==> src/rtl/mem_pkg.sv <==
// Shared memory-subsystem types and default widths used by the CPU core and boot memory.
package mem_pkg;

   localparam int unsigned MEM_DATA_W = 8;
   localparam int unsigned MEM_ADDR_W = 8;

   typedef enum logic [1:0] {
      CLEAR = 2'd0,
      BOOT  = 2'd1,
      RUN   = 2'd2
   } mem_state_e;

endpackage

==> src/rtl/mem_array_2p.sv <==
// Storage with a read-only port A and a read/write port B; both reads are registered and read-first.
module mem_array_2p
   import mem_pkg::*;
#(
   parameter int unsigned DATA_W = MEM_DATA_W,
   parameter int unsigned ADDR_W = MEM_ADDR_W,
   parameter int unsigned DEPTH  = 2**ADDR_W
) (
   input  logic              clk,
   input  logic              rst_n,
   input  logic              a_en,
   input  logic [ADDR_W-1:0] a_addr,
   output logic [DATA_W-1:0] a_rdata,
   output logic              a_rvalid,
   input  logic              b_en,
   input  logic              b_we,
   input  logic [ADDR_W-1:0] b_addr,
   input  logic [DATA_W-1:0] b_wdata,
   output logic [DATA_W-1:0] b_rdata,
   output logic              b_rvalid
);

   localparam int unsigned CNT_W = ADDR_W + 1;
   localparam logic [CNT_W-1:0] DEPTH_CNT = CNT_W'(DEPTH);

   logic [DATA_W-1:0] mem [DEPTH];
   logic a_hit;
   logic b_hit;

   // Addresses beyond DEPTH read as zero and never write.
   assign a_hit = ({1'b0, a_addr} < DEPTH_CNT);
   assign b_hit = ({1'b0, b_addr} < DEPTH_CNT);

   always_ff @(posedge clk) begin
      if (b_en && b_we && b_hit) begin
         mem[b_addr] <= b_wdata;
      end
   end

   // Reads sample the array before this edge's write lands, giving read-first collisions.
   always_ff @(posedge clk or negedge rst_n) begin
      if (!rst_n) begin
         a_rdata  <= '0;
         a_rvalid <= 1'b0;
         b_rdata  <= '0;
         b_rvalid <= 1'b0;
      end else begin
         a_rvalid <= a_en;
         b_rvalid <= b_en && !b_we;
         if (a_en) begin
            a_rdata <= a_hit ? mem[a_addr] : '0;
         end
         if (b_en && !b_we) begin
            b_rdata <= b_hit ? mem[b_addr] : '0;
         end
      end
   end

endmodule

==> src/rtl/dual_port_boot_mem.sv <==
// CPU memory with zero-fill after reset, optional byte-stream boot load, then fetch/data service.
module dual_port_boot_mem
   import mem_pkg::*;
#(
   parameter int unsigned DATA_W  = MEM_DATA_W,
   parameter int unsigned ADDR_W  = MEM_ADDR_W,
   parameter int unsigned DEPTH   = 2**ADDR_W,
   parameter bit          BOOT_EN = 1'b1
) (
   input  logic              clk,
   input  logic              rst_n,
   input  logic              boot_valid,
   input  logic [DATA_W-1:0] boot_data,
   input  logic              boot_last,
   output logic              boot_ready,
   input  logic              a_en,
   input  logic [ADDR_W-1:0] a_addr,
   output logic [DATA_W-1:0] a_rdata,
   output logic              a_rvalid,
   input  logic              b_en,
   input  logic              b_we,
   input  logic [ADDR_W-1:0] b_addr,
   input  logic [DATA_W-1:0] b_wdata,
   output logic [DATA_W-1:0] b_rdata,
   output logic              b_rvalid,
   output logic              mem_ready,
   output logic              boot_err,
   output logic [ADDR_W:0]   boot_count
);

   localparam int unsigned CNT_W = ADDR_W + 1;
   localparam logic [ADDR_W-1:0] LAST_PTR  = ADDR_W'(DEPTH - 1);
   localparam logic [CNT_W-1:0]  DEPTH_CNT = CNT_W'(DEPTH);

   mem_state_e state;
   mem_state_e state_nx;

   logic [ADDR_W-1:0] ptr;
   logic              boot_room;
   logic              boot_acc;
   logic              arr_a_en;
   logic              arr_b_en;
   logic              arr_b_we;
   logic [ADDR_W-1:0] arr_b_addr;
   logic [DATA_W-1:0] arr_b_wdata;

   assign boot_room = (boot_count < DEPTH_CNT);

   // State register; status flags are registered from the next state so they track it exactly.
   always_ff @(posedge clk or negedge rst_n) begin
      if (!rst_n) begin
         state      <= CLEAR;
         boot_ready <= 1'b0;
         mem_ready  <= 1'b0;
      end else begin
         state      <= state_nx;
         boot_ready <= (state_nx == BOOT);
         mem_ready  <= (state_nx == RUN);
      end
   end

   always_comb begin
      state_nx = state;
      case (state)
         CLEAR: if (ptr == LAST_PTR) state_nx = BOOT_EN ? BOOT : RUN;
         BOOT:  if (boot_valid && boot_last) state_nx = RUN;
         RUN:   state_nx = RUN;
         default: state_nx = CLEAR;
      endcase
   end

   // Port B's write path is shared by zero-fill, boot load and CPU data accesses.
   always_comb begin
      arr_a_en    = 1'b0;
      arr_b_en    = 1'b0;
      arr_b_we    = 1'b0;
      arr_b_addr  = '0;
      arr_b_wdata = '0;
      boot_acc    = 1'b0;
      case (state)
         CLEAR: begin
            arr_b_en   = 1'b1;
            arr_b_we   = 1'b1;
            arr_b_addr = ptr;
         end
         BOOT: begin
            boot_acc = boot_valid;
            if (boot_valid && boot_room) begin
               arr_b_en    = 1'b1;
               arr_b_we    = 1'b1;
               arr_b_addr  = boot_count[ADDR_W-1:0];
               arr_b_wdata = boot_data;
            end
         end
         RUN: begin
            arr_a_en    = a_en;
            arr_b_en    = b_en;
            arr_b_we    = b_we;
            arr_b_addr  = b_addr;
            arr_b_wdata = b_wdata;
         end
         default: ;
      endcase
   end

   // Clear pointer and boot bookkeeping; words beyond DEPTH are dropped and flagged.
   always_ff @(posedge clk or negedge rst_n) begin
      if (!rst_n) begin
         ptr        <= '0;
         boot_count <= '0;
         boot_err   <= 1'b0;
      end else begin
         if (state == CLEAR) begin
            ptr <= ptr + ADDR_W'(1);
         end
         if (boot_acc) begin
            if (boot_room) begin
               boot_count <= boot_count + CNT_W'(1);
            end else begin
               boot_err <= 1'b1;
            end
         end
      end
   end

   mem_array_2p #(
      .DATA_W (DATA_W),
      .ADDR_W (ADDR_W),
      .DEPTH  (DEPTH)
   ) u_array (
      .clk      (clk),
      .rst_n    (rst_n),
      .a_en     (arr_a_en),
      .a_addr   (a_addr),
      .a_rdata  (a_rdata),
      .a_rvalid (a_rvalid),
      .b_en     (arr_b_en),
      .b_we     (arr_b_we),
      .b_addr   (arr_b_addr),
      .b_wdata  (arr_b_wdata),
      .b_rdata  (b_rdata),
      .b_rvalid (b_rvalid)
   );

endmodule

==> config.mk <==
export PLATFORM = sky130hd
export DESIGN_NAME = dual_port_boot_mem
export DESIGN_NICKNAME = d
export VERILOG_FILES = /design/src/rtl/mem_pkg.sv /design/src/rtl/mem_array_2p.sv /design/src/rtl/dual_port_boot_mem.sv
export SDC_FILE = /design/constraint.sdc
export NUM_CORES = 2
export LEC_CHECK = 0
export CAP_MARGIN = 20
export CELL_PAD_IN_SITES_DETAIL_PLACEMENT = 0
export CELL_PAD_IN_SITES_GLOBAL_PLACEMENT = 1
export CORE_MARGIN = 2
export CORE_UTILIZATION = 35
export DETAILED_ROUTE_END_ITERATION = 16
export DONT_BUFFER_PORTS = 1
export PLACE_DENSITY_LB_ADDON = 0.1
export SYNTH_ARGS = -nofsm -noshare
export SYNTH_HDL_FRONTEND = slang
export SYNTH_SLANG_ARGS = --single-unit
==> constraint.sdc <==
create_clock -name clk -period 13 [get_ports clk]
set_clock_uncertainty 0.05 [all_clocks]
set_input_delay 2.6 -clock clk [delete_from_list [all_inputs] [get_ports clk]]
set_output_delay 2.6 -clock clk [all_outputs]
set_load 0.005 [all_outputs]
* Word-level counts from Yosys, hierarchy flattened
Memories as Yosys holds them, arrays and structs flattened. A register that Yosys moved wholly into a read port is not among the register bits.
Index checks and enable logic that the tools add are counted.
** Word-level totals
- Register bits after elaboration :: 24
- Memory bits (writable) :: 2048
- Memories kept :: 1
- Memory bits (read-only) :: 0
- Bits in latches :: 0
- Input bits :: 39
** Operators by class
- Divide/modulo/power cells :: 0
- $add $sub $neg :: 2
- Mux-type cells :: 14
- Bitwise gates (word level) :: 1
- Shift operators :: 0
- $lt $le $gt $ge :: 1
- Eq/ne operators :: 5
- $mul :: 0
- Reductions and logical operators :: 10
** Memories
- u_array.mem :: depth 256, width 8, read ports 2, clocked after Yosys merged registers in 2, wr ports 1, line mem_array_2p.sv:26 : logic [DATA_W-1:0] mem [DEPTH];
** Operator list (number)
- case mux 8 bit (3 select lines) :: 1
- 2-to-1 mux 8 bit :: 2
- case mux 8 bit (2 select lines) :: 1
- adder 9 x 1 -> 9 bit (second input constant) :: 1
- less-than comparator 9 bit (second input constant) :: 1
- adder 8 x 1 -> 8 bit (second input constant) :: 1
- equality test 8 bit (second input constant) :: 1
- case mux 1 bit (3 select lines) :: 2
- case mux 2 bit (3 select lines) :: 1
- 2-to-1 mux 1 bit :: 5
- equality test 2 x 1 -> 1 bit (second input constant) :: 2
- equality test 2 bit (second input constant) :: 2
- logical AND 1 bit :: 4
- 2-to-1 mux 2 bit :: 2
- AND reduction 2 bit :: 2
- zero test 1 bit :: 3
- zero test 2 bit :: 1
- inverter 1 bit :: 1

* Logic depth before layout (Yosys ltp)
- Depth in word-level cells :: 7
- Gate-level depth with buffers :: 17

* Hierarchy
Synthesis repeated with hierarchy kept, for this count alone.
** Second synthesis, totals
- Cells, all modules :: 5038
- Area total of the unflattened synthesis :: 97334.6 um^2
** Modules (own cells, without submodules)
- mem_array_2p :: times used 1, seq. area each 61949.4 um^2, cells each 4910, area each 96032.1 um^2
- dual_port_boot_mem :: times used 1, seq. area each 550.5 um^2, cells each 128, area each 1302.5 um^2

* Least setup slack after synthesis
No wires, ideal clock.
- Path kind :: input to register
- Start :: input boot_valid
- End :: memory u_array.mem[0][7] (netlist name) (data pin)
- Required time :: 11496 ps
- Cell stages on the path :: 5
- Setup slack :: 1926 ps
- Library setup time :: 1454 ps
- Arrival time :: 9571 ps
- Cells stage by stage :: buf_4 and3b_2 clkbuf_1 a22oi_1 nor2b_1
** Between the ends
- Cells in the longest elaborated chain, start to end :: 3
** Ends and longest elaborated chain
- start, declared :: line dual_port_boot_mem.sv:12 : input logic boot_valid,
- logical AND 1 bit :: line dual_port_boot_mem.sv:88 : if (boot_valid && boot_room) begin
- 2-to-1 mux 8 bit :: line dual_port_boot_mem.sv:88
- case mux 8 bit (2 select lines) :: line dual_port_boot_mem.sv:80 : case (state)
- named net arr_b_wdata[7] :: line dual_port_boot_mem.sv:45 : logic [DATA_W-1:0] arr_b_wdata;
- end, declared :: line mem_array_2p.sv:26
The timed path passes the listed nets, and every way through them passes these cells.

==> results.json <==
{
  "status": "finished, violations left",
  "failed_checks": "max-slew violations",
  "numClockSinks": 2088,
  "timing.final.setup_violations": 0,
  "detailedRoute.firstIterationViolations": 9180,
  "floorplan.rows": 190,
  "crit_path_class": "in2reg",
  "grt_start_max_net_pins": 513,
  "grt_antenna_before_repair": 30,
  "die_span_x_um": 524,
  "hold_violations": 0,
  "power.combinational.fraction_pct": 8.0,
  "part_of_the_total_power_dissipated_in_the_clock_network_pct": 43.2,
  "clk_latency_worst_skew_pair_ns": 0.96,
  "synthesis.yosys.warnings": 0,
  "io_pins": 69,
  "clock_tree.buffer_depth": 4,
  "die-area_um2": 275000,
  "maxCapViolations": 0,
  "clock-root-buffer": "clkbuf_16",
  "peakVddDrop_v": 0.000120,
  "fin_setup_tns_ns": 0,
  "mappedNetlistNets": 5505,
  "worstHoldPathType": "reg2reg",
  "leakage_nw": 32.1,
  "total_power_mw": 15.2,
  "yosysUniqueCellTypes": 85,
  "first_global_vias": 60100,
  "power_switching_share_pct": 24.1,
  "maxClockFrequency_ghz": 0.128,
  "cellPowerDensity_nw_per_um2": 142,
  "crit_path_end_kind": "flop",
  "antenna_left": 0,
  "count_of_state_elements_after_synthesis": 2088,
  "synthCells": 5460,
  "nFillCells": 24300,
  "async_flop_share_pct": 1.92,
  "cts_inserted_buffers": 240,
  "ys_seq_area_share_pct": 66.0,
  "synth_enable_flop_cells": 2048,
  "cts.htree.levels": 4,
  "post_synth_main_area_contributors": "edfxtp_1, mux4_2, a22oi_1, a22o_1, a221oi_1",
  "global_route_wire_length_before_repair_mm": 550,
  "io_buffer_count": 0,
  "power_report.internal_total_mw": 11.5,
  "final_replace_weighted_congestion": 0.891,
  "synth_fa_ha_area_share_pct": 0.0793,
  "critPathMaxFanout": 129,
  "fraction_of_the_mapped_netlist_area_in_compound_gates_pct": 12.5,
  "drtPass1Iterations": 8,
  "mostFrequentLayoutCells": "edfxtp_1, mux4_2, a22oi_1, nor2_1, clkbuf_16",
  "gr-total-overflow": 0,
  "r2r.worst_path.cells": 14,
  "worst-endpoint-arrival_ns": 8.55,
  "synth_xor_area_share_pct": 0.129,
  "syn_to_final_growth_pct": 13.2,
  "vias_per_cell": 6.66,
  "hold_buffers": 0,
  "sequential_cell_area_um2": 62500,
  "timing.critical_path.mode_cell": "buf_16",
  "fin_nets": 5522,
  "post_syn_area_um2": 94700,
  "initial_utilization_pct": 35.3,
  "synth.largest_area_cell": "edfxtp_1",
  "slew_violations": 193,
  "seqPwrFrac_pct": 48.8,
  "ctsResizeCount": 0,
  "post_cts_repair_timing_setup_buffer_count": 0,
  "multiplexer_area_fraction_after_synthesis_pct": 16.2,
  "synth_top_area_share_pct": 64.9,
  "clock_input_transition_at_the_sequential_cells_of_the_worst_setup_and_hold_paths_ns": 0.06,
  "chipHeight_um": 524,
  "yosys_most_used_dff": "edfxtp_1",
  "critical_path.startpoint_type": "input port",
  "fp.coreArea_um2": 269000,
  "place_hpwl_mm": 256,
  "whs_path_depth": 1,
  "timing.hold.ws_ns": 0.449,
  "totalWireLength_mm": 410,
  "share_of_post_route_cells_with_drive_strength_above_1_pct": 23.9,
  "combined_area_of_the_multi_input_logic_cells_um2": 30400,
  "drt_drc_violations_left": 0,
  "net-switching-power_mw": 3.67,
  "synth.avg_cell_area_um2": 17.3,
  "layout_commonest_cell": "edfxtp_1",
  "layout_min_cycle_time_ns": 7.84,
  "post_dr_wirelength_cell_um": 44.4,
  "slowest_stage": "o22ai_1",
  "critical_path.max_stage_delay_ns": 0.84,
  "yosys.area_share.simple_pct": 2.78,
  "crit_path_cell_trace": "buf_16 -> buf_16 -> buf_16 -> buf_16 -> mux4_2 -> mux4_2 -> mux4_2 -> mux2_2 -> o22ai_1 -> nor2_1",
  "worst-slew-pin-transition_ns": 1.75,
  "dominant_combinational_cell_family_by_area_after_synthesis": "multiplexers",
  "gr-usage-all-layers_pct": 29.3,
  "cts_tree": "done",
  "detailed_route_via_count": 61500,
  "critPathRequiredTime_ns": 13.71,
  "timing.max_slew.rel_slack_pct": -16.7,
  "min_period_over_period_pct": 60.3,
  "setup_repair_after_global_routing_missed_its_margin": "no"
}
-- power by group through the flow --
stage	combinational (mW)	sequential, mW	clock, mW
CTS	1.14	7.43	6.63
detailed placement	1.13	7.57	0
global route	1.23	7.42	6.88
global placement	1.13	7.57	0
floorplan	0.679	7.58	0
finish	1.22	7.43	6.57
-- registers in the layout (all words and copies together), names as in the netlist --
register / cells
boot_err: 1
u_array.a_rdata: 8
mem_ready: 1
u_array.mem: 2048
boot_count: 9
u_array.b_rdata: 8
u_array.a_rvalid: 1
ptr: 8
state: 2
boot_ready: 1
u_array.b_rvalid: 1
-- layer usage --
| layer | up-vias | share of wire (%) | track usage (%) | wire length, um |
|---|---|---|---|---|
| met3 | 755 | 8.5 | 5.76 | 34900 |
| li1 | 23800 | - | - | - |
| met1 | 33300 | 39 | 39.1 | 161000 |
| met5 | - | 0.025 | 0 | 101 |
| met2 | 3607 | 47 | 46.4 | 192000 |
| met4 | 16 | 5.4 | 13.4 | 22200 |
-- final timing paths --
| kind | startpoint | slack, ns | to |
|---|---|---|---|
| worst max-delay path | a_addr[0] | 5.16 | u_array.a_rdata[5] |
| worst min-delay path | ptr[7] | 0.45 | ptr[7] |
| worst max register to register | state[0] | 6.67 | u_array.b_rdata[2] |
| worst min register to register | ptr[7] | 0.45 | ptr[7] |
| max in group asynchronous | rst_n | 11.43 | u_array.a_rvalid |
| min in group asynchronous | rst_n | 1.29 | boot_err |
-- kinds of logic after synthesis --
| kind of cell | count (synthesis) |
|---|---|
| XOR/XNOR | 14 |
| multiplexers | 689 |
| AND/OR/NAND/NOR | 574 |
| adder cells (fa/ha/maj) | 6 |
| flip-flops | 2088 |
| AO/OA/AOI/OAI | 1586 |
| buffers and inverters | 503 |
-- synth_stat cells, drive strengths merged (13+ instances only) --
cell,n
edfxtp,2048
mux4,672
a22oi,658
nor2,304
buf,284
a21oi,228
clkbuf,214
a22o,171
a221oi,147
nand2,91
o22ai,84
nor4,49
a31oi,45
nor3,45
o22a,43
dfrtp,40
o21ai,39
a211oi,27
a32o,19
mux2,17
nand3,16
a32oi,15
or4,14
a222oi,13
-- layout make-up --
class	count	area share, %
Clock inverter	113	0.918
Sequential cell	2088	58.3
Multi-Input combinational cell	2869	28.3
Clock buffer	322	5.94
Inverter	5	0.0175
Tap cell	3552	4.14
Antenna cell	12	0.0280
Timing Repair Buffer	273	2.33
-- critical path, delay by kind of cell --
kind | cells | cell delay [ns]
AOI/OAI and AO/OA | 1 | 0.84
and+or+nand+nor | 1 | 0.07
buffers and inverters | 4 | 2.46
muxes | 4 | 2.10
-- through the flow --
stage	util [%]	std cells	setup WS, ns	instance area [um2]
2_1_floorplan	-	5460	1.93	94700
3_3_place_gp	36.9	8734	5.34	99200
3_5_place_dp	37.1	8774	5.56	99600
4_1_cts	39.8	9209	6.49	107000
5_1_grt	39.9	9225	4.81	107000
6_report	39.9	9234	5.16	107000
Note: power is estimated with default switching activity, not from simulation.
